$ cat config.mk
export PLATFORM = sky130hd
export DESIGN_NAME = seg_scan_display
export DESIGN_NICKNAME = d
export VERILOG_FILES = /design/src/rtl/seg_pkg.sv /design/src/rtl/seg_debounce.sv /design/src/rtl/seg_scan_display.sv
export SDC_FILE = /design/constraint.sdc
export NUM_CORES = 1
export LEC_CHECK = 0
export ABC_AREA = 1
export ABC_CLOCK_PERIOD_IN_PS = 4000
export BUFFER_PORTS_ARGS = -buffer_cell sky130_fd_sc_hd__clkbuf_2
export CAP_MARGIN = 10
export CORE_AREA = 2 2 101 113
export CTS_BUF_LIST = sky130_fd_sc_hd__clkbuf_8
export DETAILED_ROUTE_END_ITERATION = 6
export DIE_AREA = 0 0 103 115
export GPL_TIMING_DRIVEN = 1
export PLACE_DENSITY = 0.65
export SLEW_MARGIN = 5
export SYNTH_ARGS = -nofsm -noshare
export SYNTH_HDL_FRONTEND = slang
export SYNTH_SLANG_ARGS = --single-unit
$ cat constraint.sdc
create_clock -name clk -period 4 [get_ports clk]
set_input_delay 0.2 -clock clk [delete_from_list [all_inputs] [get_ports clk]]
set_output_delay 0.2 -clock clk [all_outputs]
set_load 0.005 [all_outputs]
$ cat src/rtl/seg_pkg.sv
// seg_pkg: font table, blank code and debouncer state type shared by the
// seg_scan_display scanner and its button debouncer.
package seg_pkg;
    localparam logic [6:0] FONT [16] = '{
        7'b0000001, 7'b1001111, 7'b0010010, 7'b0000110,
        7'b1001100, 7'b0100100, 7'b0100000, 7'b0001111,
        7'b0000000, 7'b0000100, 7'b0001000, 7'b1100000,
        7'b0110001, 7'b1000010, 7'b0110000, 7'b0111000
    };
    localparam logic [7:0] SEG_BLANK = 8'hFF;
    typedef enum logic [2:0] {IDLE, WAIT_PRESS, PRESSED, HELD, WAIT_RELEASE} deb_state_t;
endpackage

$ cat src/rtl/seg_debounce.sv
// seg_debounce: 2-FF synchroniser plus debouncer FSM; emits one press pulse
// per accepted press, however long the button is held.
module seg_debounce
    import seg_pkg::*;
#(
    parameter int DEBOUNCE_CYC = 20000
) (
    input  logic clk,
    input  logic rst_n,
    input  logic raw,
    output logic press
);
    localparam int CW = $clog2(DEBOUNCE_CYC);
    // the sample that enters a WAIT state is the first of the DEBOUNCE_CYC
    localparam logic [CW-1:0] LAST = CW'(DEBOUNCE_CYC - 2);

    logic [1:0] sync_ff;
    logic sync;
    logic [CW-1:0] cnt, cnt_n;
    deb_state_t state, state_n;

    assign sync  = sync_ff[1];
    assign press = state == PRESSED;

    always_ff @(posedge clk or negedge rst_n) begin
        if (!rst_n) begin
            sync_ff <= '0;
            state   <= IDLE;
            cnt     <= '0;
        end else begin
            sync_ff <= {sync_ff[0], raw};
            state   <= state_n;
            cnt     <= cnt_n;
        end
    end

    always_comb begin
        state_n = state;
        cnt_n   = '0;
        case (state)
            IDLE:         state_n = sync ? WAIT_PRESS : IDLE;
            WAIT_PRESS: begin
                state_n = !sync ? IDLE : (cnt == LAST) ? PRESSED : WAIT_PRESS;
                cnt_n   = (sync && cnt != LAST) ? cnt + 1'b1 : '0;
            end
            PRESSED:      state_n = HELD;
            HELD:         state_n = sync ? HELD : WAIT_RELEASE;
            WAIT_RELEASE: begin
                state_n = sync ? HELD : (cnt == LAST) ? IDLE : WAIT_RELEASE;
                cnt_n   = (!sync && cnt != LAST) ? cnt + 1'b1 : '0;
            end
            default:      state_n = IDLE;
        endcase
    end
endmodule

$ cat src/rtl/seg_scan_display.sv
// seg_scan_display: paged, tear-free multiplexed 7-segment scanner with a
// debounced page button. Define SEG_LEADING_ZERO_BLANK_EN to blank leading zeros.
module seg_scan_display
    import seg_pkg::*;
#(
    parameter int NUM_DIGITS   = 4,
    parameter int DATA_W       = 32,
    parameter int SCAN_DIV     = 10000,
    parameter int DEBOUNCE_CYC = 20000,
    localparam int PAGES       = DATA_W / (4 * NUM_DIGITS),
    localparam int PAGE_W      = (PAGES > 1) ? $clog2(PAGES) : 1
) (
    input  logic                  clk,
    input  logic                  rst_n,
    input  logic                  button,
    input  logic                  freeze,
    input  logic [DATA_W-1:0]     data,
    output logic [7:0]            smg,
    output logic [NUM_DIGITS-1:0] sel,
    output logic [PAGE_W-1:0]     page
);
    localparam int CW = $clog2(SCAN_DIV);
    localparam int IW = $clog2(NUM_DIGITS);
    localparam int PW = 4 * NUM_DIGITS;

    logic [CW-1:0] cnt;
    logic [IW-1:0] idx, idx_n;
    logic [DATA_W-1:0] snap, snap_n;
    logic [PAGE_W-1:0] pend, page_n;
    logic [PW-1:0] pw;
    logic [3:0] nib;
    logic [7:0] smg_n;
    logic [NUM_DIGITS-1:0] sel_n;
    logic tick, last, bnd, dp, blank, press;

    seg_debounce #(.DEBOUNCE_CYC(DEBOUNCE_CYC)) u_deb (
        .clk   (clk),
        .rst_n (rst_n),
        .raw   (button),
        .press (press)
    );

    assign tick = cnt == CW'(SCAN_DIV - 1);
    assign last = idx == IW'(NUM_DIGITS - 1);
    assign bnd  = tick && last;

    // outputs are built from the post-tick digit, snapshot and page so sel and smg move together
    always_comb begin
        idx_n  = last ? '0 : idx + 1'b1;
        snap_n = (bnd && !freeze) ? data : snap;
        page_n = bnd ? pend : page;
        pw     = snap_n[int'(page_n) * PW +: PW];
        nib    = pw[4 * int'(idx_n) +: 4];
        dp     = !(PAGES > 1 && int'(page_n) == int'(idx_n));
`ifdef SEG_LEADING_ZERO_BLANK_EN
        blank  = idx_n != '0 && (pw >> (4 * int'(idx_n))) == '0;
`else
        blank  = 1'b0;
`endif
        smg_n  = {blank ? 7'h7F : FONT[nib], dp};
        sel_n  = ~(NUM_DIGITS'(1) << idx_n);
    end

    always_ff @(posedge clk or negedge rst_n) begin
        if (!rst_n) begin
            cnt  <= '0;
            idx  <= '0;
            snap <= '0;
            pend <= '0;
            page <= '0;
            sel  <= '1;
            smg  <= SEG_BLANK;
        end else begin
            cnt <= tick ? '0 : cnt + 1'b1;
            if (tick) begin
                idx  <= idx_n;
                snap <= snap_n;
                page <= page_n;
                sel  <= sel_n;
                smg  <= smg_n;
            end
            if (press && PAGES > 1)
                pend <= (pend == PAGE_W'(PAGES - 1)) ? '0 : pend + 1'b1;
        end
    end
endmodule
==> reports/results.ini <==
[clocking]
cts.reportedPaths.clkPinSlew_ns=0.08
cts.sinks=82
clock_path_buffers=2
ctsRootBufferMaster=clkbuf_8
worstSkewPairLatency_ns=0.36
cts_tree=done
cts_hold_buffers=1
postCtsSetupBuffers=0
cts-resized-gates=0
cts_buffers=9
cts_htree_levels=3

[power]
peakVddDrop_mv=0.161
power.leakage_nw=2.79
power_density_mw_per_mm2=297
finalPower_mw=1.56

[timing]
setup_viol=0
worst_pin_slew_ns=1.03
fin_setup_tns_ns=0
maxSlewHeadroom_pct=31.5
period_minus_slack_ns=2.97
holdWs_ns=0.0206
fin_crit_sh_pct=74.2
hold_viol=0
maxSlewViolCount=0
fmax_ghz=0.337
clock_skew_ns=0.00809
rsz0062_at_grt=false

[setup_path]
reg2reg_to=smg[4]$_DFFE_PN1N_
crit_path_start=idx[0]$_DFFE_PN0N_
cp-end-kind=flip-flop
r2r_slack_ns=1.03
timing.critical_path.mode_cell=nand3_1
cp-start-kind=flip-flop
slowest_stage=ha_1
critical_path.max_fanout=13
critical_path.top_delay_family=simple AND/OR/NAND/NOR gates
critPathBufInv=1
crit_type=reg -> reg
critical_path.cell_chain=ha_1, buf_4, nand3_1, nand2_1, nand3_2, nor2_1, nor2_1, nand3_1, nand2_1, ha_1, nand3b_1, nand3_1, nand3_1, nand2_1
rr_worst_depth=14
reg2reg_from=idx[0]$_DFFE_PN0N_
crit_required_ns=4.30
crit_path_max_incr_delay_ns=0.55
arrival_ns=3.27

[grt]
antenna_found_initial=0
gr-usage-all-layers_pct=18.7
grt_pass1_wl_um=17500
grt_overflow=0
first_global_vias=3816
grt_max_degree=83

[hold_path]
hold_path.class=in -> async

[logic_synthesis]
synth.avg_cell_area_um2=7.49
ys_ff_latch=82
synthDistinctLibCells=40
synth_xor_area_share_pct=1.33
syn_inst=617
ys_warn_count=0
seq_area_frac_synth_pct=44.7
netlist_area_mm2=0.00462
synth_area_leaders=dfrtp_1 (38%), nand2_1 (12%), inv_1 (9.7%)
synth_top_family_by_area=simple AND/OR/NAND/NOR gates
synthMuxAreaShare_pct=0
yosys.area_share.simple_pct=33.3
synth_compound_area_share_pct=5.14
yosysTopAreaCell=dfrtp_1
synth.top_cell.area_share_pct=37.9
synth_adder_area_share_pct=3.79
syn_nets=667

[detailed_routing]
drt-initial-drc-count=199
ant_nets=0
wl_per_cell_um=12.2
wl_um=10000
vias=3913
first_pass_iters=6
drc=0
routed_via_density=4.77

[floorplanning]
die_x_um=103
dieArea_mm2=0.0118
row_count=40
initial_core_util_pct=43.2
die_h_um=115
io_pins=49
core_mm2=0.0107

[cells_and_area]
antenna_cells=0
final_nets=719
syn_to_final_growth_pct=13.4
post-route-util_pct=48.9
drive_above_1_share_pct=15.9

[place]
place_congestion=0.958
port_buffers=48
dpl.hpwl_um=7420

[run_status]
outcome=complete, no violations

[job]
drv_cap=0

layout by cell type (no fill, tap or decap), drive strengths merged:
master	n
nand2	148
inv	123
nor2	90
dfrtp	70
clkbuf	57
nand3	52
o21ai	24
nand4	21
ha	14
nor3	12
a21oi	12
dfstp	12
xor2	7
buf	6
clkinv	5
nor4	3
nand3b	3
a211oi	2
nor3b	2
bufinv	2
or2	2
and3	1
a31oi	1
o221a	1
a221oi	1
o21a	1
o32ai	1
dlygate4sd3	1
where the power goes:
group,internal (mW),leakage (nW),total [mW],switching (mW)
registers,0.833,0.966,0.836,0.00330
logic,0.0184,1.71,0.0557,0.0373
clock network,0.365,0.117,0.667,0.302
flip-flops by register name (all words and copies together) (netlist names):
signal	flops
cnt	14
idx	2
page	1
pend	1
sel	4
smg	8
snap	32
u_deb.cnt	15
u_deb.state	3
u_deb.sync_ff	2
synth_stat cells (all sizes together):
master,count
nand2,148
inv,122
nor2,90
dfrtp,70
nand3,52
o21ai,24
nand4,21
ha,14
a21oi,12
dfstp,12
nor3,12
buf,10
xor2,7
clkbuf,3
nand3b,3
nor4,3
a211oi,2
clkinv,2
nor3b,2
or2,2
a221oi,1
a31oi,1
and3,1
o21a,1
o221a,1
o32ai,1
kinds of logic after synthesis:
family,Yosys count
and+or+nand+nor,334
buffers and inverters,137
DFF,82
AOI/OAI and AO/OA,43
adders and majority gates,14
xor gates and xnor gates,7
cell type report:
type / count / area (um^2)
Fill cell: 1107 / 5470
Sequential cell: 82 / 2070
Clock inverter: 6 / 82.6
Clock buffer: 10 / 138
Tap cell: 147 / 184
Multi-Input combinational cell: 398 / 2020
Inverter: 124 / 465
Timing Repair Buffer: 54 / 290
worst max-delay path by stage:
stage                         endpoint  slack, ns  cells past startpoint
finish              smg[4]$_DFFE_PN1N_       1.03                     14
global route        smg[4]$_DFFE_PN1N_       0.69                     14
CTS                 smg[4]$_DFFE_PN1N_       1.07                     14
detailed placement  smg[4]$_DFFE_PN1N_       1.09                     14
global placement    smg[4]$_DFFE_PN1N_       1.18                     15
floorplan           smg[4]$_DFFE_PN1N_       1.59                     17
metrics by stage:
| step | instance area [um^2] | cells | setup WS [ns] |
|---|---|---|---|
| final | 5240 | 821 | 1.03 |
| after global routing | 5240 | 821 | 0.691 |
| after CTS | 5240 | 821 | 1.07 |
| after detailed placement | 5010 | 804 | 1.09 |
| after global placement | 5010 | 804 | 1.18 |
| after floorplan | 4620 | 617 | 1.59 |
metal layers:
metal	global-route usage, %	wire length (um)	up-vias
met1	26.2	4950	1806
met4	7.19	182	0
met2	28.3	4510	79
met3	4.13	386	15
met5	0	0	-
li1	-	-	2013
worst register-to-register path, stage by stage, from the launching register on:
cell and delay (ns):
dfrtp_1 0.45, ha_1 0.55, buf_4 0.30, nand3_1 0.09
nand2_1 0.11, nand3_2 0.20, nor2_1 0.19, nor2_1 0.07
nand3_1 0.06, nand2_1 0.14, ha_1 0.35, nand3b_1 0.17
nand3_1 0.09, nand3_1 0.06, nand2_1 0.08
No activity file was read; power rests on OpenSTA's default activity.
